<file path="src/rtl/riscv_pkg.sv">
// Shared encodings for the RV32I control path: opcodes, FSM states, ALU codes, mux selects.
// No logic, so no latency.
// No flow control; constants only.
package riscv_pkg;

  // Major opcodes (instr[6:0])
  localparam logic [6:0] OP_LW   = 7'b0000011;
  localparam logic [6:0] OP_SW   = 7'b0100011;
  localparam logic [6:0] OP_R    = 7'b0110011;
  localparam logic [6:0] OP_I    = 7'b0010011;
  localparam logic [6:0] OP_BEQ  = 7'b1100011;
  localparam logic [6:0] OP_JAL  = 7'b1101111;

  // Multi-cycle controller states; codes 11-15 are unused and recover to FETCH
  typedef enum logic [3:0] {
    S_FETCH    = 4'd0,
    S_DECODE   = 4'd1,
    S_MEMADR   = 4'd2,
    S_MEMREAD  = 4'd3,
    S_MEMWB    = 4'd4,
    S_MEMWRITE = 4'd5,
    S_EXECR    = 4'd6,
    S_ALUWB    = 4'd7,
    S_EXECI    = 4'd8,
    S_JAL      = 4'd9,
    S_BEQ      = 4'd10
  } state_e;

  // Main-decoder to ALU-decoder operation class
  localparam logic [1:0] ALUOP_ADD   = 2'b00;
  localparam logic [1:0] ALUOP_SUB   = 2'b01;
  localparam logic [1:0] ALUOP_FUNCT = 2'b10;

  // ALU control codes
  localparam logic [2:0] ALU_ADD = 3'b000;
  localparam logic [2:0] ALU_SUB = 3'b001;
  localparam logic [2:0] ALU_AND = 3'b010;
  localparam logic [2:0] ALU_OR  = 3'b011;
  localparam logic [2:0] ALU_SLT = 3'b101;

  // Result mux
  localparam logic [1:0] RES_ALUOUT = 2'b00;
  localparam logic [1:0] RES_DATA   = 2'b01;
  localparam logic [1:0] RES_ALU    = 2'b10;

  // ALU A-operand mux
  localparam logic [1:0] SRCA_PC    = 2'b00;
  localparam logic [1:0] SRCA_OLDPC = 2'b01;
  localparam logic [1:0] SRCA_RD1   = 2'b10;

  // ALU B-operand mux
  localparam logic [1:0] SRCB_RD2  = 2'b00;
  localparam logic [1:0] SRCB_IMM  = 2'b01;
  localparam logic [1:0] SRCB_FOUR = 2'b10;

  // Immediate format select
  localparam logic [1:0] IMM_I = 2'b00;
  localparam logic [1:0] IMM_S = 2'b01;
  localparam logic [1:0] IMM_B = 2'b10;
  localparam logic [1:0] IMM_J = 2'b11;

endpackage

</file>
<file path="src/rtl/alu_decoder.sv">
// ALU control decode from operation class and instruction function fields.
// Purely combinational, zero latency.
// No flow control.
module alu_decoder
  import riscv_pkg::*;
(
  input  logic [1:0] aluop,
  input  logic [2:0] funct3,
  input  logic       funct7b5,
  input  logic       op5,
  output logic [2:0] alucontrol
);

  // op5 separates R-type from I-type, so addi with imm[10]=1 is never mistaken for sub
  always_comb begin
    alucontrol = ALU_ADD;
    case (aluop)
      ALUOP_SUB: alucontrol = ALU_SUB;
      ALUOP_FUNCT: begin
        case (funct3)
          3'b000:  alucontrol = (op5 & funct7b5) ? ALU_SUB : ALU_ADD;
          3'b010:  alucontrol = ALU_SLT;
          3'b110:  alucontrol = ALU_OR;
          3'b111:  alucontrol = ALU_AND;
          default: alucontrol = ALU_ADD;
        endcase
      end
      default: alucontrol = ALU_ADD;
    endcase
  end

endmodule

</file>
<file path="src/rtl/multicycle_control_fsm.sv">
// Multi-cycle RV32I sequencer: drives datapath enables/selects from state, counts retirements.
// lw 5, sw 4, R/I 4, jal 4, beq 3 cycles with mem_ready held high.
// Stalls in FETCH (if FETCH_WAIT), MEMREAD and MEMWRITE until mem_ready.
module multicycle_control_fsm
  import riscv_pkg::*;
#(
  parameter int XLEN       = 32,
  parameter bit FETCH_WAIT = 1'b1
) (
  input  logic            clk,
  input  logic            reset,
  input  logic [6:0]      op,
  input  logic [2:0]      funct3,
  input  logic            funct7b5,
  input  logic            zero,
  input  logic            mem_ready,
  output logic            pcwrite,
  output logic            adrsrc,
  output logic            memwrite,
  output logic            irwrite,
  output logic            regwrite,
  output logic [1:0]      resultsrc,
  output logic [1:0]      alusrca,
  output logic [1:0]      alusrcb,
  output logic [1:0]      immsrc,
  output logic [2:0]      alucontrol,
  output logic            illegal,
  output logic [3:0]      state_o,
  output logic [XLEN-1:0] instret
);

  state_e          state_q, state_d;
  logic [XLEN-1:0] instret_q, instret_d;
  logic [1:0]      aluop;
  logic            retire;
  logic            pcwrite_raw, irwrite_raw, memwrite_raw, regwrite_raw;

  // State and retirement counter registers
  always_ff @(posedge clk or negedge reset) begin
    if (!reset) begin
      state_q   <= S_FETCH;
      instret_q <= '0;
    end else begin
      state_q   <= state_d;
      instret_q <= instret_d;
    end
  end

  // Next state and per-state datapath controls
  always_comb begin
    state_d      = S_FETCH;
    pcwrite_raw  = 1'b0;
    irwrite_raw  = 1'b0;
    memwrite_raw = 1'b0;
    regwrite_raw = 1'b0;
    adrsrc       = 1'b0;
    resultsrc    = RES_ALUOUT;
    alusrca      = SRCA_PC;
    alusrcb      = SRCB_RD2;
    aluop        = ALUOP_ADD;
    illegal      = 1'b0;
    retire       = 1'b0;
    case (state_q)
      S_FETCH: begin
        alusrcb     = SRCB_FOUR;
        resultsrc   = RES_ALU;
        irwrite_raw = mem_ready;
        pcwrite_raw = mem_ready;
        state_d     = (FETCH_WAIT && !mem_ready) ? S_FETCH : S_DECODE;
      end
      S_DECODE: begin
        // Precompute branch/jump target into ALUOut while decoding
        alusrca = SRCA_OLDPC;
        alusrcb = SRCB_IMM;
        case (op)
          OP_LW, OP_SW: state_d = S_MEMADR;
          OP_R:         state_d = S_EXECR;
          OP_I:         state_d = S_EXECI;
          OP_JAL:       state_d = S_JAL;
          OP_BEQ:       state_d = S_BEQ;
          default: begin
            illegal = 1'b1;
            state_d = S_FETCH;
          end
        endcase
      end
      S_MEMADR: begin
        alusrca = SRCA_RD1;
        alusrcb = SRCB_IMM;
        state_d = (op == OP_SW) ? S_MEMWRITE : S_MEMREAD;
      end
      S_MEMREAD: begin
        adrsrc  = 1'b1;
        state_d = mem_ready ? S_MEMWB : S_MEMREAD;
      end
      S_MEMWB: begin
        resultsrc    = RES_DATA;
        regwrite_raw = 1'b1;
        retire       = 1'b1;
      end
      S_MEMWRITE: begin
        adrsrc       = 1'b1;
        memwrite_raw = 1'b1;
        retire       = mem_ready;
        state_d      = mem_ready ? S_FETCH : S_MEMWRITE;
      end
      S_EXECR: begin
        alusrca = SRCA_RD1;
        alusrcb = SRCB_RD2;
        aluop   = ALUOP_FUNCT;
        state_d = S_ALUWB;
      end
      S_EXECI: begin
        alusrca = SRCA_RD1;
        alusrcb = SRCB_IMM;
        aluop   = ALUOP_FUNCT;
        state_d = S_ALUWB;
      end
      S_ALUWB: begin
        resultsrc    = RES_ALUOUT;
        regwrite_raw = 1'b1;
        retire       = 1'b1;
      end
      S_JAL: begin
        // PC <- target already in ALUOut; ALU forms OldPC+4 for the link write
        alusrca     = SRCA_OLDPC;
        alusrcb     = SRCB_FOUR;
        resultsrc   = RES_ALUOUT;
        pcwrite_raw = 1'b1;
        state_d     = S_ALUWB;
      end
      S_BEQ: begin
        alusrca     = SRCA_RD1;
        alusrcb     = SRCB_RD2;
        aluop       = ALUOP_SUB;
        resultsrc   = RES_ALUOUT;
        pcwrite_raw = zero;
        retire      = 1'b1;
      end
      default: state_d = S_FETCH;
    endcase
    instret_d = instret_q + {{(XLEN-1){1'b0}}, retire};
  end

  // Immediate format follows the opcode regardless of state
  always_comb begin
    immsrc = IMM_I;
    case (op)
      OP_SW:   immsrc = IMM_S;
      OP_BEQ:  immsrc = IMM_B;
      OP_JAL:  immsrc = IMM_J;
      default: immsrc = IMM_I;
    endcase
  end

  alu_decoder u_alu_decoder (
    .aluop      (aluop),
    .funct3     (funct3),
    .funct7b5   (funct7b5),
    .op5        (op[5]),
    .alucontrol (alucontrol)
  );

  // Architectural strobes are suppressed while reset is low so an aborted op has no side effect
  assign pcwrite  = pcwrite_raw  & reset;
  assign irwrite  = irwrite_raw  & reset;
  assign memwrite = memwrite_raw & reset;
  assign regwrite = regwrite_raw & reset;
  assign state_o  = state_q;
  assign instret  = instret_q;

endmodule

</file>
<file path="config.mk">
export PLATFORM = sky130hd
export DESIGN_NAME = multicycle_control_fsm
export DESIGN_NICKNAME = d
export VERILOG_FILES = /design/src/rtl/riscv_pkg.sv /design/src/rtl/alu_decoder.sv /design/src/rtl/multicycle_control_fsm.sv
export SDC_FILE = /design/constraint.sdc
export NUM_CORES = 1
export LEC_CHECK = 0
export ABC_AREA = 1
export CAP_MARGIN = 40
export CORE_ASPECT_RATIO = 0.8
export CORE_MARGIN = 2
export CORE_UTILIZATION = 35
export CTS_CLUSTER_SIZE = 20
export DETAILED_ROUTE_END_ITERATION = 7
export DONT_BUFFER_PORTS = 1
export RECOVER_POWER = 25
export SLEW_MARGIN = 30
export SYNTH_ARGS = -nofsm -noshare
export SYNTH_HDL_FRONTEND = slang
export SYNTH_SLANG_ARGS = --single-unit
</file>
<file path="constraint.sdc">
create_clock -name clk -period 2.2 [get_ports clk]
set_clock_uncertainty 0.05 [all_clocks]
set_input_delay 0.22 -clock clk [delete_from_list [all_inputs] [get_ports clk]]
set_output_delay 0.22 -clock clk [all_outputs]
set_load 0.02 [all_outputs]
</file>
# Word-level counts from Yosys, hierarchy flattened
# Cells that the tools add are included.
dict set report op_classes {
  addsub 1
  eq_ne 21
  muxes 22
  n_bitwise 5
  reduce_logical 13
}
# op count
set ops {}
lappend ops {{$add 32x1->32} 1}
lappend ops {{$pmux 4 s6} 1}
lappend ops {{$pmux 4 s5} 1}
lappend ops {{$eq 4x3->1 const B} 4}
lappend ops {{$pmux 2 s2} 4}
lappend ops {{$eq 7x6->1 const B} 2}
lappend ops {{$eq 7x7->1 const B} 2}
lappend ops {{$eq 4x4->1 const B} 3}
lappend ops {{$pmux 3 s4} 1}
lappend ops {{$reduce_or 2->1} 6}
lappend ops {{$mux 3} 3}
lappend ops {{$reduce_or 3->1} 3}
lappend ops {{$eq 4x2->1 const B} 2}
lappend ops {{$mux 1} 8}
lappend ops {{$eq 7x2->1 const B} 1}
lappend ops {{$eq 7x5->1 const B} 1}
lappend ops {{$eq 3x3->1 const B} 2}
lappend ops {{$pmux 2 s3} 1}
lappend ops {{$pmux 3 s2} 1}
lappend ops {{$reduce_or 6->1} 1}
lappend ops {{$and 1x1->1} 5}
lappend ops {{$eq 4x1->1 const B} 1}
lappend ops {{$logic_not 4->1} 1}
lappend ops {{$reduce_or 4->1} 1}
lappend ops {{6 further kinds} 6}
dict set report word_totals {
  ff_bits 36
  inputBits 15
  output_inout_bits 53
  wordCells 64
}

# Logic depth before layout (Yosys ltp)
# Gate-level depths: netlist of the first run.
dict set report depth {
  depth_word 5
  ltp_mapped 13
  depth_no_buf 13
}

# Cells and area by module
# A second synthesis of the first run with hierarchy kept.
dict set report hier_totals {
  hier_cells 342
  area_unflattened_um2 2391.0
}
# module instances cells_per_inst area_each_um2 seq_area_each_um2
set by_module_without_submodules {}
lappend by_module_without_submodules {multicycle_control_fsm 1 325 2299.7 900.9}
lappend by_module_without_submodules {alu_decoder 1 17 91.3 0.0}

# Worst setup path after synthesis of the first run
# Ideal clock, no wire load.
dict set report synth_path {
  kind {reg-to-reg}
  from {register state_q[0], in the netlist state_o[0]}
  to {register instret_q[18], in the netlist instret[18]}
  setup_time_ns 0.117
  arrival_time_ns 2.042
  required_ns 2.033
  path_slack_ns -0.009
  path_stages_with_launch 14
  path_buffers 0
  period_less_slack_ns 2.209
  path_cell_list {dfrtp_1 inv_1 nor2_1 nand2_1 o211ai_1 ha_1 ha_1 inv_1 nor2_2 nand2_2 nor2_4 nand2_1 nand2_1 nand2_1}
}
dict set report synth_between {
  elab_chain_len 4
}
# element line_no
set synth_lines {}
lappend synth_lines {{start: declaration} multicycle_control_fsm.sv:32} ;# state_e state_q, state_d;
lappend synth_lines {{start signal: assignment} multicycle_control_fsm.sv:44} ;# state_q <= state_d;
lappend synth_lines {{$eq 4x3->1 or $eq 4x4->1 (tied branches)} multicycle_control_fsm.sv:63} ;# case (state_q)
lappend synth_lines {{$reduce_or 3->1 (no source line)} n/a}
lappend synth_lines {{$pmux 1 s2 (*)} multicycle_control_fsm.sv:63}
lappend synth_lines {{$add 32x1->32 (*)} multicycle_control_fsm.sv:142} ;# instret_d = instret_q + {{(XLEN-1){1'b0}}, retire};
lappend synth_lines {{net instret_d[18]} multicycle_control_fsm.sv:33} ;# logic [XLEN-1:0] instret_q, instret_d;
lappend synth_lines {{end signal: assignment} multicycle_control_fsm.sv:45} ;# instret_q <= instret_d;
lappend synth_lines {{end: declaration} multicycle_control_fsm.sv:33}
# Mark *: on every way through the listed nets, which the timed path passes. The rest lies on a longest branch.

# Worst setup path in the final report of the first run
dict set report layout_path {
  from {register state_q[3], in the netlist state_o[3]}
  to {output alucontrol[1]}
}
dict set report layout_between {
  elab_chain_len 5
}
# element line_no
set layout_lines {}
lappend layout_lines {{$eq 4x4->1 or $eq 4x3->1 (tied branches)} multicycle_control_fsm.sv:63}
lappend layout_lines {{$reduce_or 2->1 (no source line)} n/a}
lappend layout_lines {{$pmux 2 s2 (*)} multicycle_control_fsm.sv:63}
lappend layout_lines {{$eq 2x2->1 or $eq 2x1->1 (tied branches)} alu_decoder.sv:17} ;# case (aluop)
lappend layout_lines {{$pmux 3 s2 (*)} alu_decoder.sv:17}
lappend layout_lines {{end: declaration} multicycle_control_fsm.sv:26} ;# output logic [2:0] alucontrol,
# Mark *: on every way between the ends. The rest lies on a longest branch, timed or not.

==> impl_metrics.ini, run 1 <==
[finish]
drive_gt1_share_pct = 17.9
nNetsFinal = 399
diodes = 0
finalInstanceArea_mm2 = 0.00283
fillCellCount = 655
seq_area_um2 = 905
layout_commonest_cell = nand2_1
layout_common_cells = nand2_1 (121), nor2_1 (56), inv_1 (45)
syn2layout_area_growth_pct = 20.6
multiInputGateArea_mm2 = 0.00135

[clock_network]
cts_buffers = 5
cts.clk_slew.worst_paths_ns = 0.07
cts.sink_count = 36
root_buffer = clkbuf_8
clock_latency_ns = 0.29
cts_tree = yes
htreeDepth = 2
cts_max_path_buffers = 2

[synthesis]
synthCells = 347
synth.distinct_cells = 22
avgSynthCellArea_um2 = 6.76
ys_seq_area_share_pct = 38.4
synth_top_area_cell = dfrtp_1
yosys-top-cells-area = dfrtp_1 (38%), nand2_1 (19%), nor2_1 (10%), inv_1 (7.4%), nand3_1 (5.1%)
syn-num-nets = 367
synth_top_area_share_pct = 38.4
ys_warn_count = 0
synthesis.area_mm2 = 0.00235
synth-seq-cells = 36

[grt]
grt_pass1_vias = 1978
antenna_found_initial = 0
grt_pass1_wl_mm = 9.71
gr-total-overflow = 0
grt.total_usage_pct = 16.9
grt_max_degree = 37

[place]
placed_cell_area_mm2 = 0.00258
portBuffers = 0
hpwl_mm = 4.82
gp_congestion = 0.886

[power_and_ir_drop]
p_leak_nw = 1.38
power_density_mw_per_mm2 = 742
ir_drop_mv = 0.456

[job]
maxCapViolations = 0

[timing]
post-route-period-util_pct = 97.3
tns_ns = 0
max_slew_margin_pct = 41.3
hold_viol_final = 0
max_freq_mhz = 467
worstMarginPinSlew_ns = 0.881
rsz0062_at_grt = true
post-route-min-period_ns = 2.14
drv_slew = 0
finalSetupViolations = 0
hold-worst-slack_ns = 0.129

[floorplan]
start_util_pct = 36.4
dieArea_mm2 = 0.00738
rows = 26
die_height_um = 77.2
die_width_um = 95.6
io_pins = 68
core-area_mm2 = 0.00644

[routing]
drt-total-wl_mm = 6.41
drtIter0Drc = 95
wl_per_cell_um = 13.8
drt_first_pass_iters = 4
vias = 2222
vias_per_cell = 4.79
antenna_left = 0
drc_errors = 0

[worst_setup_path]
required_ns = 1.93
reg2reg_to = instret[25]
critical_path_class = reg2out
reg2reg_from = state_o[3]
worstPathMaxFanout = 5
endpoint = alucontrol[1]
worst_ep_arrival_time_ns = 1.87
worstSetupStartpointType = flop
r2r_cells = 12
cp-startpoint = state_o[3]
r2r_setup_slack_ns = 0.14
critPathCaptureType = output pin

[min_path]
hold_path_class = in2reg

[run_status]
status = finished clean
[per-layer routing]
metal | global-route usage [%] | part of all wire (%) | up-vias
li1 | - | - | 1124
met1 | 23.8 | 46 | 1033
met2 | 24.8 | 45 | 59
met3 | 5.89 | 8.1 | 6
met4 | 3.43 | 1.0 | 0
met5 | 0 | 0 | -
[critical path, cell delays in order (launching register included)]
cell and delay [ns]:
dfrtp_2 0.46, inv_1 0.09, nor2_2 0.04, buf_4 0.13
nand2_1 0.09, nand2_1 0.11, ha_4 0.24, nor4_4 0.24
buf_4 0.19
[cells by family after synthesis]
kind of cell | synth area share, %
AND/OR/NAND/NOR | 44.2
buffers and inverters | 7.36
flip-flops | 38.4
XOR/XNOR | 5.92
AO/OA/AOI/OAI | 1.44
adder cells (fa/ha/maj) | 2.67
[repair_timing]
item | in CTS | in global routing
pin swaps | 1 | 8
gates resized for setup | 0 | 22
endpoints found under the hold margin | 36 | 0
buffers inserted | 1 | 5
hold buffers | 2 | 0
endpoints found under the setup margin | 1 | 19
[metrics by stage]
stage / utilization (%) / cells / setup WS, ns / power (mW)
2_1_floorplan: - / 347 / 0.0252 / 1.25
3_3_place_gp: 40.1 / 448 / 0.165 / 1.46
3_5_place_dp: 40.1 / 448 / 0.0766 / 1.45
4_1_cts: 42.3 / 459 / 0.0348 / 2.07
5_1_grt: 44.0 / 464 / -0.0739 / 2.23
6_report: 44.0 / 464 / 0.0600 / 2.10
[cells in the mapped netlist]
library cell  count
nor2_8            1
xor2_1            8
nor2_2            8
inv_1            46
a21oi_1           1
nand4_1           2
nand2_1         121
nand3_1          24
nand3_2           1
xnor2_1           6
o21ai_0           3
nor2_1           63
nor4_1            3
xor2_2            1
ha_1              5
nor2_4            3
nand2_2           6
a31oi_1           1
nor3_1            3
dfrtp_1          36
o211ai_1          1
nand3b_1          4
[registers in the layout, indices dropped and copies added (netlist names)]
register / cells
state_o: 4
instret: 32
[how the worst min path moves through the flow]
stage	start	to	slack, ns	cells past startpoint
2_1_floorplan	reset	instret[0]	-0.13	0
3_3_place_gp	reset	instret[17]	-0.12	0
3_5_place_dp	reset	instret[19]	-0.12	0
4_1_cts	mem_ready	state_o[2]	0.11	3
5_1_grt	mem_ready	state_o[0]	0.13	3
6_report	mem_ready	state_o[0]	0.13	3
[power by group]
group	switching, mW	internal, mW	total [mW]
logic	0.430	0.230	0.659
clock network	0.235	0.336	0.572
registers	0.147	0.722	0.869
[final cells by class]
class / count / area share (%)
Clock inverter: 2 / 1.24
Multi-Input combinational cell: 265 / 47.8
Tap cell: 84 / 3.71
Sequential cell: 36 / 31.9
Clock buffer: 6 / 2.56
Inverter: 46 / 6.10
Timing Repair Buffer: 25 / 6.63
(Power assumes the default switching activity.)
==> run 2: changes to the inputs <==
--- a/config.mk
+++ b/config.mk
@@ -14,6 +14,7 @@
 export DETAILED_ROUTE_END_ITERATION = 7
 export DONT_BUFFER_PORTS = 1
 export RECOVER_POWER = 25
+export SETUP_SLACK_MARGIN = 0.4
 export SLEW_MARGIN = 30
 export SYNTH_ARGS = -nofsm -noshare
 export SYNTH_HDL_FRONTEND = slang
==> impl_metrics.ini, run 2 (same netlist as run 1, synthesis figures left out) <==
[floorplan]
io_pins = 68
start_util_pct = 36.4
die_width_um = 95.6
die_height_um = 77.2
rows = 26
dieArea_mm2 = 0.00738
core-area_mm2 = 0.00644

[clock_network]
cts.sink_count = 36
cts_buffers = 5
root_buffer = clkbuf_8
cts_max_path_buffers = 2
cts_tree = yes
clock_latency_ns = 0.30
htreeDepth = 2
cts.clk_slew.worst_paths_ns = 0.08

[power_and_ir_drop]
power.total_mw = 2.20
power_density_mw_per_mm2 = 722
ir_drop_mv = 0.245
p_leak_nw = 1.47

[routing]
drt-total-wl_mm = 6.53
drtIter0Drc = 92
vias_per_cell = 4.72
antenna_left = 0
vias = 2212
drc_errors = 0
drt_first_pass_iters = 4
wl_per_cell_um = 13.9

[grt]
grt.total_usage_pct = 18.2
grt_max_degree = 37
gr-total-overflow = 0
grt_pass1_vias = 2125
grt_pass1_wl_mm = 10.4
antenna_found_initial = 0

[place]
dp_slack_ns = 0.116
hpwl_mm = 4.87
placed_cell_area_mm2 = 0.00261
gp_congestion = 0.910
portBuffers = 0

[timing]
max_freq_mhz = 462
max_slew_margin_pct = 40.0
rsz0062_at_grt = true
post-route-min-period_ns = 2.16
post-route-period-util_pct = 98.3
drv_slew = 0
worstMarginPinSlew_ns = 0.900
setup_slack_ns = 0.0371
hold_viol_final = 0
finalSetupViolations = 0

[worst_setup_path]
reg2reg_to = instret[8]
reg2reg_from = state_o[1]
r2r_cells = 11
worstSetupStartpointType = flop
critical_path_class = reg2out
worstPathMaxFanout = 4
required_ns = 1.93
critPathCaptureType = output pin
r2r_setup_slack_ns = 0.08
worst_ep_arrival_time_ns = 1.89

[min_path]
hold_path.startpoint = op[6]
min_path_cells = 3
hold_path_class = in2reg
whs_endpoint = state_o[1]

[finish]
layout_commonest_cell = nand2_1
largest_reg_flops = 32
drive_gt1_share_pct = 26.8
layout_common_cells = nand2_1 (107), nor2_1 (52), inv_1 (40)
syn2layout_area_growth_pct = 29.9
multiInputGateArea_mm2 = 0.00151
diodes = 0
finalInstanceArea_mm2 = 0.00305
seq_area_um2 = 906
fillCellCount = 615
nNetsFinal = 404

[job]
maxCapViolations = 0

[run_status]
status = finished clean
-- run 2: cell types whose count changed in the layout (fill, tap and decap cells not counted), sizes merged --
cell,previous run,this run
buf,23,28
bufinv,1,0
inv,46,47
-- run 2: routing by layer --
layer	vias up	wire length, µm	GRT usage [%]	share of wire [%]
li1	1134	-	-	-
met1	1009	3020	25.4	46
met2	65	2920	26.4	45
met3	4	531	6.48	8.1
met4	0	52	5.29	0.80
met5	-	0	0	0
-- run 2: worst max-delay path by stage --
stage | from | end | slack, ns | cells past startpoint
floorplan | state_o[0] | instret[18] | 0.22 | 13
global placement | state_o[0] | instret[18] | 0.16 | 12
detailed placement | state_o[0] | instret[18] | 0.12 | 12
CTS | state_o[1] | alucontrol[1] | 0.13 | 7
global route | state_o[0] | alucontrol[1] | -0.08 | 6
finish | state_o[2] | alucontrol[1] | 0.04 | 6
-- run 2: worst max-delay path, cell delays in order (launching register included) --
cell	delay (ns)
dfrtp_2	0.44
nor2_2	0.24
nand2_1	0.16
nand2_2	0.13
ha_4	0.16
inv_2	0.05
nor4_4	0.40
-- run 2: area by class of cell --
type                       instances  share of cell area, %
inverter                          46                   5.75
timing repair buffer              30                   8.50
clock buffer                       6                   2.71
sequential                        36                   29.7
clock inverter                     2                  0.452
multi-input combinational        265                   49.4
tap                               84                   3.45
-- run 2: power by group --
group	internal (mW)	switching [mW]
sequential	0.722	0.157
clock	0.256	0.268
combinational	0.298	0.499
total	1.28	0.924
-- run 2: through the flow --
stage	hold slack, ns	cells	util, %	TNS, ns
after detailed placement	-0.125	443	40.5	0
final	0.121	469	47.3	0
after global routing	0.152	469	47.3	-0.603
after floorplan	-0.126	347	-	0
after CTS	0.123	465	45.4	0
after global placement	-0.125	443	40.5	0
-- run 2: timing repair --
item,4_1_cts,5_1_grt
setup endpoints to repair,38,40
pin swaps,18,14
hold endpoints to repair,36,0
hold buffers,2,0
resized for setup,28,29
setup buffers,12,4
==> run 3: changes to the inputs <==
--- a/config.mk
+++ b/config.mk
@@ -5,7 +5,6 @@
 export SDC_FILE = /design/constraint.sdc
 export NUM_CORES = 1
 export LEC_CHECK = 0
-export ABC_AREA = 1
 export CAP_MARGIN = 40
 export CORE_ASPECT_RATIO = 0.8
 export CORE_MARGIN = 2
==> impl_metrics.ini, run 3 <==
[run_status]
status = finished with violations
failed_checks = negative setup slack

[synthesis]
yosys.area_share.adder_pct = 3.49
synthCells = 221
synth_top_area_cell = dfrtp_1
ys_seq_area_share_pct = 43.4
synth_xor_xnor_area_share_pct = 14.3
synthFlopType = dfrtp_1
yosys-top-cells-area = dfrtp_1 (43%), xnor2_1 (8.4%), xor2_1 (5.9%), nand2_1 (4.5%), ha_1 (3.0%)
avgSynthCellArea_um2 = 9.40
synth_edf_count = 0
synth_top_family_by_area = simple AND/OR/NAND/NOR gates
synth.distinct_cells = 42
synth-async-reset-ratio_pct = 100
synthesis.area_mm2 = 0.00208
synth.cells.most_frequent = dfrtp_1 (36), nand2_1 (25), xnor2_1 (20)
yosysMostFrequentCell = dfrtp_1
ys_warn_count = 0
syn-num-nets = 241
synth_top_area_share_pct = 43.4
yosys.area_share.simple_pct = 28.2
synth_compound_area_share_pct = 6.20
synth-seq-cells = 36
muxShareOfSynthArea_pct = 1.08

[grt]
grt_max_degree = 37
grt.total_usage_pct = 15.3
grt_pass1_vias = 1718
antenna_found_initial = 0
grt_pass1_wl_mm = 8.20
gr-total-overflow = 0

[routing]
dr_wl_met2_mm = 2.41
wl_met1_mm = 2.40
antenna_left = 0
drt-total-wl_mm = 5.18
top_layer_used = met4
drtIter0Drc = 117
vias = 1787
wl_per_cell_um = 14.9
vias_per_cell = 5.14
drt_first_pass_iters = 4
drc_errors = 0
routed-wl-met3_um = 313

[timing]
drv_slew = 0
max_slew_margin_pct = 41.5
max_freq_mhz = 438
finalSetupViolations = 7
hold_viol_final = 0
rsz0062_at_grt = true
setup_slack_ns = -0.0852
post-route-period-util_pct = 104
tns_ns = -0.301
worstMarginPinSlew_ns = 0.878
hold-worst-slack_ns = 0.101
post-route-min-period_ns = 2.29

[worst_setup_path]
critPathMostFrequentCell = nand2_1
r2r_setup_slack_ns = -0.09
cp_slowest_cell = or4_4
critPathTopFamily = simple AND/OR/NAND/NOR gates
required_ns = 2.35
worstSetupStartpointType = flop
slowest_delay_ns = 0.62
critical_path_class = reg2reg
critPathCaptureType = flop
worstPathMaxFanout = 6
worst_ep_arrival_time_ns = 2.43
worst-path-buf-inv = 1
crit_chain = nor2b_2 -> nand2_1 -> nand2_1 -> ha_2 -> nand2_1 -> or4_4 -> buf_4 -> nor4_4 -> xor2_1

[floorplan]
die_height_um = 72.9
dieArea_mm2 = 0.00657
die_width_um = 90.1
core-area_mm2 = 0.00582
start_util_pct = 35.7
io_pins = 68
rows = 25

[clock_network]
root_buffer = clkbuf_8
cts_max_path_buffers = 2
cts_buffers = 5
clock_latency_ns = 0.28
cts.sink_count = 36
cts.clk_slew.worst_paths_ns = 0.06
htreeDepth = 2
cts_tree = yes

[power_and_ir_drop]
p_leak_nw = 1.33
power_density_mw_per_mm2 = 785
ir_drop_mv = 0.433

[job]
maxCapViolations = 0

[finish]
largest_reg_flops = 32
finalNonFillerCells = 348
seq_area_um2 = 905
nNetsFinal = 287
syn2layout_area_growth_pct = 40.3
layout_common_cells = buf_4 (42), dfrtp_1 (33), nand2_1 (23)
utilization_pct = 50.1
multiInputGateArea_mm2 = 0.00142
layout_commonest_cell = buf_4
diodes = 0
fillCellCount = 547
drive_gt1_share_pct = 38.6

[min_path]
hold_path_class = in2reg

[place]
hpwl_mm = 3.50
portBuffers = 0
dp_cells = 324
gp_congestion = 0.743
run 3: path summary, 6_finish.rpt:
kind | from | end | cells past startpoint
min in group asynchronous | reset | instret[20] | 2
max in group asynchronous | reset | state_o[1] | 2
hold / removal | op[4] | state_o[3] | 2
hold reg to reg | instret[4] | instret[4] | 1
setup reg to reg | state_o[0] | instret[29] | 9
setup / recovery | state_o[0] | instret[29] | 9
run 3: cell type report:
cell class	instances	share of cell area (%)
clock buffer	6	2.49
clock inverter	1	0.172
inverter	10	1.29
multi-input combinational	167	48.7
sequential	36	31.0
tap	81	3.48
timing repair buffer	47	12.8
run 3: cell families (layout without fill, tap and decap cells):
group,after synthesis,count (layout)
and+or+nand+nor,105,105
DFF,36,36
xor gates and xnor gates,34,34
AOI/OAI and AO/OA,20,20
buffers and inverters,18,64
adders and majority gates,6,6
muxes,2,2
run 3: layer usage:
metal | GRT usage (%) | vias to the layer above
li1 | - | 858
met1 | 21.0 | 870
met2 | 23.6 | 52
met3 | 4.96 | 7
met4 | 4.10 | 0
met5 | 0 | -
run 3: through the flow:
step	setup slack, ns	instance area (µm²)	power (mW)
2_1_floorplan	-0.303	2200	1.37
3_5_place_dp	-0.145	2470	1.56
6_report	-0.0852	2910	2.29
4_1_cts	-0.0205	2710	2.08
3_3_place_gp	-0.0775	2470	1.56
5_1_grt	-0.200	2910	2.43
run 3: repair_timing:
action / in CTS / in global routing
buffers inserted: 3 / 12
setup endpoints to repair: 33 / 37
hold endpoints to repair: 36 / 0
hold buffers: 2 / 0
pin swaps: 5 / 13
gates resized for setup: 20 / 28
run 3: where the power goes:
| group | switching, mW | internal [mW] | total, mW |
|---|---|---|---|
| clock | 0.213 | 0.215 | 0.428 |
| combinational | 0.605 | 0.477 | 1.08 |
| sequential | 0.0625 | 0.715 | 0.778 |
